===== src/rtl/cs_min_search_if.sv =====
// cs_min_search_if: search request/result bundle between the path-metric/traceback logic and the min finder
interface cs_min_search_if #(
   parameter int NB_STATES = 8,
   parameter int METRIC_W = 7
);
   logic start;
   logic [NB_STATES*METRIC_W-1:0] pm_flat;
   logic busy;
   logic done;
   logic [METRIC_W-1:0] best_pm;
   logic [$clog2(NB_STATES)-1:0] best_idx;
   logic norm_flag;
   modport master (output start, pm_flat, input busy, done, best_pm, best_idx, norm_flag);
   modport slave (input start, pm_flat, output busy, done, best_pm, best_idx, norm_flag);
endinterface


===== src/rtl/cs_min_search.sv =====
// cs_min_search: sequential minimum path-metric finder, one compare-select per clock
// over a snapshot of all states; ties resolve to the highest index.
module cs_min_search #(
   parameter int NB_STATES = 8,
   parameter int METRIC_W = 7,
   parameter int NORM_THR = 64
) (
   input logic clk,
   input logic rst,
   cs_min_search_if.slave bus
);
   localparam int IW = $clog2(NB_STATES);
   typedef enum logic [1:0] {IDLE, SCAN, DONE} state_t;
   state_t r_state;
   logic [NB_STATES*METRIC_W-1:0] r_snap;
   logic [IW-1:0] r_cnt;
   logic [IW-1:0] r_run_idx;
   logic [IW-1:0] r_best_idx;
   logic [METRIC_W-1:0] r_run_pm;
   logic [METRIC_W-1:0] r_best_pm;
   logic r_busy;
   logic r_done;
   logic r_norm;
   logic [METRIC_W-1:0] w_cand;
   logic [METRIC_W-1:0] w_nxt_pm;
   logic [IW-1:0] w_nxt_idx;
   logic w_take_b;
   logic w_last;
   always_comb begin
      w_cand = r_snap[r_cnt*METRIC_W +: METRIC_W];
      w_take_b = !(r_run_pm < w_cand);
      w_nxt_pm = w_take_b ? w_cand : r_run_pm;
      w_nxt_idx = w_take_b ? r_cnt : r_run_idx;
      w_last = r_cnt == IW'(NB_STATES - 1);
   end
   always_ff @(posedge clk or posedge rst) begin
      if (rst) begin
         r_state <= IDLE;
         r_snap <= '0;
         r_cnt <= '0;
         r_run_pm <= '0;
         r_run_idx <= '0;
         r_best_pm <= '0;
         r_best_idx <= '0;
         r_busy <= 1'b0;
         r_done <= 1'b0;
         r_norm <= 1'b0;
      end else begin
         r_done <= 1'b0;
         if (r_state == SCAN) begin
            r_run_pm <= w_nxt_pm;
            r_run_idx <= w_nxt_idx;
            r_cnt <= r_cnt + 1'b1;
            if (w_last) begin
               r_state <= DONE;
               r_busy <= 1'b0;
               r_done <= 1'b1;
               r_best_pm <= w_nxt_pm;
               r_best_idx <= w_nxt_idx;
               r_norm <= int'(w_nxt_pm) >= NORM_THR;
            end
         end else if (bus.start) begin
            r_state <= SCAN;
            r_snap <= bus.pm_flat;
            r_run_pm <= bus.pm_flat[METRIC_W-1:0];
            r_run_idx <= '0;
            r_cnt <= IW'(1);
            r_busy <= 1'b1;
         end else begin
            r_state <= IDLE;
         end
      end
   end
   assign bus.busy = r_busy;
   assign bus.done = r_done;
   assign bus.best_pm = r_best_pm;
   assign bus.best_idx = r_best_idx;
   assign bus.norm_flag = r_norm;
endmodule


===== src/flat_wrapper.sv =====
// flat-port wrapper written by rule: the top's interface ports become plain ports
module cs_min_search_flat 
#(
   parameter int NB_STATES = 8,
   parameter int METRIC_W = 7,
   parameter int NORM_THR = 64
)
  (clk, rst, bus_start, bus_pm_flat, bus_busy, bus_done, bus_best_pm, bus_best_idx, bus_norm_flag);
  cs_min_search_if #(.NB_STATES(NB_STATES), .METRIC_W(METRIC_W)) bus_i ();
  input logic clk;
  input logic rst;
  input wire logic [$bits(bus_i.start)-1:0] bus_start;
  input wire logic [$bits(bus_i.pm_flat)-1:0] bus_pm_flat;
  output wire logic [$bits(bus_i.busy)-1:0] bus_busy;
  output wire logic [$bits(bus_i.done)-1:0] bus_done;
  output wire logic [$bits(bus_i.best_pm)-1:0] bus_best_pm;
  output wire logic [$bits(bus_i.best_idx)-1:0] bus_best_idx;
  output wire logic [$bits(bus_i.norm_flag)-1:0] bus_norm_flag;
  assign bus_i.start = bus_start;
  assign bus_i.pm_flat = bus_pm_flat;
  assign bus_busy = bus_i.busy;
  assign bus_done = bus_i.done;
  assign bus_best_pm = bus_i.best_pm;
  assign bus_best_idx = bus_i.best_idx;
  assign bus_norm_flag = bus_i.norm_flag;
  cs_min_search #(.NB_STATES(NB_STATES), .METRIC_W(METRIC_W), .NORM_THR(NORM_THR)) u_core (.clk(clk), .rst(rst), .bus(bus_i));
endmodule

===== config.mk =====
export PLATFORM = sky130hd
export DESIGN_NAME = cs_min_search_flat
export DESIGN_NICKNAME = d
export VERILOG_FILES = /design/src/rtl/cs_min_search_if.sv /design/src/rtl/cs_min_search.sv /design/src/flat_wrapper.sv
export SDC_FILE = /design/constraint.sdc
export NUM_CORES = 1
export LEC_CHECK = 0
export ABC_AREA = 1
export BUFFER_PORTS_ARGS = -buffer_cell sky130_fd_sc_hd__buf_4
export CORE_MARGIN = 10
export CORE_UTILIZATION = 50
export DETAILED_ROUTE_END_ITERATION = 10
export PLACE_DENSITY = 0.85
export SYNTH_ARGS = -nofsm -noshare
export SYNTH_HDL_FRONTEND = slang
export SYNTH_SLANG_ARGS = --single-unit

===== constraint.sdc =====
create_clock -name clk -period 2.6 [get_ports clk]
set_clock_uncertainty 0.15 [all_clocks]
set_input_delay 0.52 -clock clk [delete_from_list [all_inputs] [get_ports clk]]
set_output_delay 0.52 -clock clk [all_outputs]
set_load 0.005 [all_outputs]

==> results.yml <==
cells_and_area:
  multi_input_area_mm2: 0.00177
  final_area_mm2: 0.00518
  area_growth_syn_to_layout_pct: 29.9
  nets: 650
  fillCellCount: 597
  seqCellArea_mm2: 0.00208
  final_common_cell: "nand2_1"
  n_antenna_cell: 0
  drive_gt1_frac: 0.274
  final_cell_mix: "nand2_1 (190), buf_4 (86), dfrtp_1 (81), o21ai_0 (45), inv_1 (42)"
timing:
  holdWs_ns: 0.0444
  setup_viol_count_final: 20
  hold_violations: 0
  drv_slew: 0
  timing.slew.headroom: 0.574
  grt_setup_unrepaired: "yes"
  tightest_slew_ns: 0.639
  fmax_ghz: 0.364
  setup_slack_ns: -0.149
  min_period_ns: 2.75
  fin_crit_sh: 1.06
critical_path:
  worst_path_max_delay_cell: "dfrtp_2"
  worstPathRequired_ns: 2.70
  critPathKind: "reg -> reg"
  r2r_start: "u_core.r_cnt[0]"
  cp-start-kind: "flip-flop"
  ff2ff_setup_slack_ns: -0.15
  arrival_ns: 2.85
  end_kind: "flip-flop"
  critPathMaxStageDelay_ns: 0.53
  path_cells: "buf_6, a21oi_1, o21ai_0, o21ai_1, o21ai_2, ha_1, nand2_2, buf_4, nor2_1, nand2_2, nand2_4, nand2_1, nand3_1, nand2_1"
  rr_worst_depth: 14
  startpoint: "u_core.r_cnt[0]"
  reg2reg_to: "u_core.r_run_pm[4]"
  crit_fanout: 10
drt:
  drt_iter0_drc: 302
  detail-route-antenna-nets: 0
  drc: 0
  vias: 3695
  wirelength_mm: 11.2
  drtPass1Iterations: 5
  wire_per_inst_um: 16.3
  routed_via_density: 5.36
floorplan:
  core_area_mm2: 0.00773
  die_w_um: 109
  die_h_um: 109
  initial_core_util: 0.516
  dieArea_mm2: 0.0119
  io_pins: 72
  num_rows: 32
hold_path:
  hold_path.class: "in -> async"
run:
  maxCapViolations: 0
placement:
  place_area_mm2: 0.00465
  placement.io_buffers: 71
  dp_hpwl_mm: 7.30
  gp_congestion: 0.868
  pre_cts_slack_ns: 0.00104
global_route:
  grt_pass1_vias: 3617
  grt_max_degree: 75
  grt-ovfl-total: 0
  antenna_found_initial: 0
  track_usage: 0.180
  grt_first_pass_wirelength_mm: 17.1
clock_network:
  cts_tree: "done"
  clock_latency_ns: 0.37
  cts_root_buf: "clkbuf_8"
  clk_pin_slew_ns: 0.08
  cts_buffer_depth: 2
  cts-buffers-inserted: 9
  ctsHoldBuffers: 0
  cts_sinks: 83
  cts_max_level: 3
synthesis:
  synth_top_area_frac: 0.521
  seq_area_frac_synth: 0.521
  ys_warn_count: 0
  postSynthAreaPerCell_um2: 7.94
  synth_top_cell_by_area: "dfrtp_1"
  synth_area_mm2: 0.00398
  netlist_top_cells_area: "dfrtp_1 (52%), nand2_1 (18%), o21ai_0 (6.4%)"
  synth_fp_nets: 569
  synth_cells: 502
  ys_types: 19
  synth.ff_latch_count: 83
power_and_ir_drop:
  irDropWorstVdd_mv: 0.684
  power_w: 0.00785
  pwr_density_cell_mw_per_mm2: 1520
  power_leakage_nw: 2.68
outcome:
  status: "finished, violations left"
  violations: "setup timing"
[registers in the layout, indices dropped and copies added (netlist names)]
signal / count
u_core.bus.done: 1
u_core.bus.busy: 1
u_core.r_snap: 56
u_core.bus.best_pm: 6
u_core.r_state: 2
u_core.r_run_pm: 7
u_core.bus.best_idx: 3
u_core.r_run_idx: 3
u_core.bus.norm_flag: 1
u_core.r_cnt: 3
[cells by family (layout without fill, tap and decap cells)]
group                      count (synthesis)  in the layout  share of synthesized area
adders and majority gates                  8              8                     0.0251
AOI/OAI and AO/OA                         78             78                      0.104
buffers and inverters                     72            158                     0.0782
DFF                                       83             83                      0.521
and+or+nand+nor                          261            261                      0.271
[area by class of cell]
| cell class | count | area share |
|---|---|---|
| Clock buffer | 12 | 0.0300 |
| Timing Repair Buffer | 95 | 0.150 |
| Sequential cell | 83 | 0.402 |
| Timing Repair inverter | 2 | 0.00290 |
| Tap cell | 102 | 0.0247 |
| Inverter | 45 | 0.0343 |
| Multi-Input combinational cell | 347 | 0.343 |
| Clock inverter | 4 | 0.0140 |
[worst max path at each step]
stage                                   endpoint  slack (ns)  cells past startpoint
after floorplan              u_core.r_run_idx[0]        0.04                     14
after global placement     u_core.bus.best_pm[2]         0.1                     12
after detailed placement  u_core.bus.best_idx[1]       0.001                     12
after CTS                 u_core.bus.best_idx[0]        0.02                     13
after global routing          u_core.r_run_pm[3]       -0.28                     14
final                         u_core.r_run_pm[4]       -0.15                     14
[where the power goes]
| group | switching, W | internal (W) |
|---|---|---|
| clock | 0.000472 | 0.000592 |
| sequential | 0.000426 | 0.00194 |
| combinational | 0.00263 | 0.00180 |
[cells in the mapped netlist (all sizes together)]
cell	number
clkbuf	10
nand2	197
a211oi	1
inv	45
nor2	28
dfrtp	83
buf	17
ha	8
a21oi	8
nand3	36
o221ai	6
o21ai	63
[metrics by stage]
step	TNS, ns	util	instances
after global routing	-4.90	0.670	690
after CTS	0	0.635	682
after global placement	0	0.602	664
after floorplan	0	-	502
final	-1.98	0.670	690
after detailed placement	0	0.602	664
[per-layer routing]
| layer | share of wire | global-route usage |
|---|---|---|
| met5 | 0 | 0 |
| met4 | 0.028 | 0.0678 |
| met3 | 0.073 | 0.0454 |
| met2 | 0.49 | 0.288 |
| met1 | 0.41 | 0.231 |
[critical path: cells and delay by family (launching register included)]
family | cells | cell delay (ns)
AND/OR/NAND/NOR | 7 | 0.81
flip-flops | 1 | 0.53
AO/OA/AOI/OAI | 4 | 0.50
adder cells (fa/ha/maj) | 1 | 0.34
buffers and inverters | 2 | 0.31
[repair_timing]
action                                 4_1_cts  5_1_grt
setup buffers                                1        4
gates cloned                                 1        4
pin swaps                                    1       13
resized for setup                            4       55
setup endpoints to repair                    1       20
endpoints found under the hold margin        0        0
(Power assumes the default switching activity.)
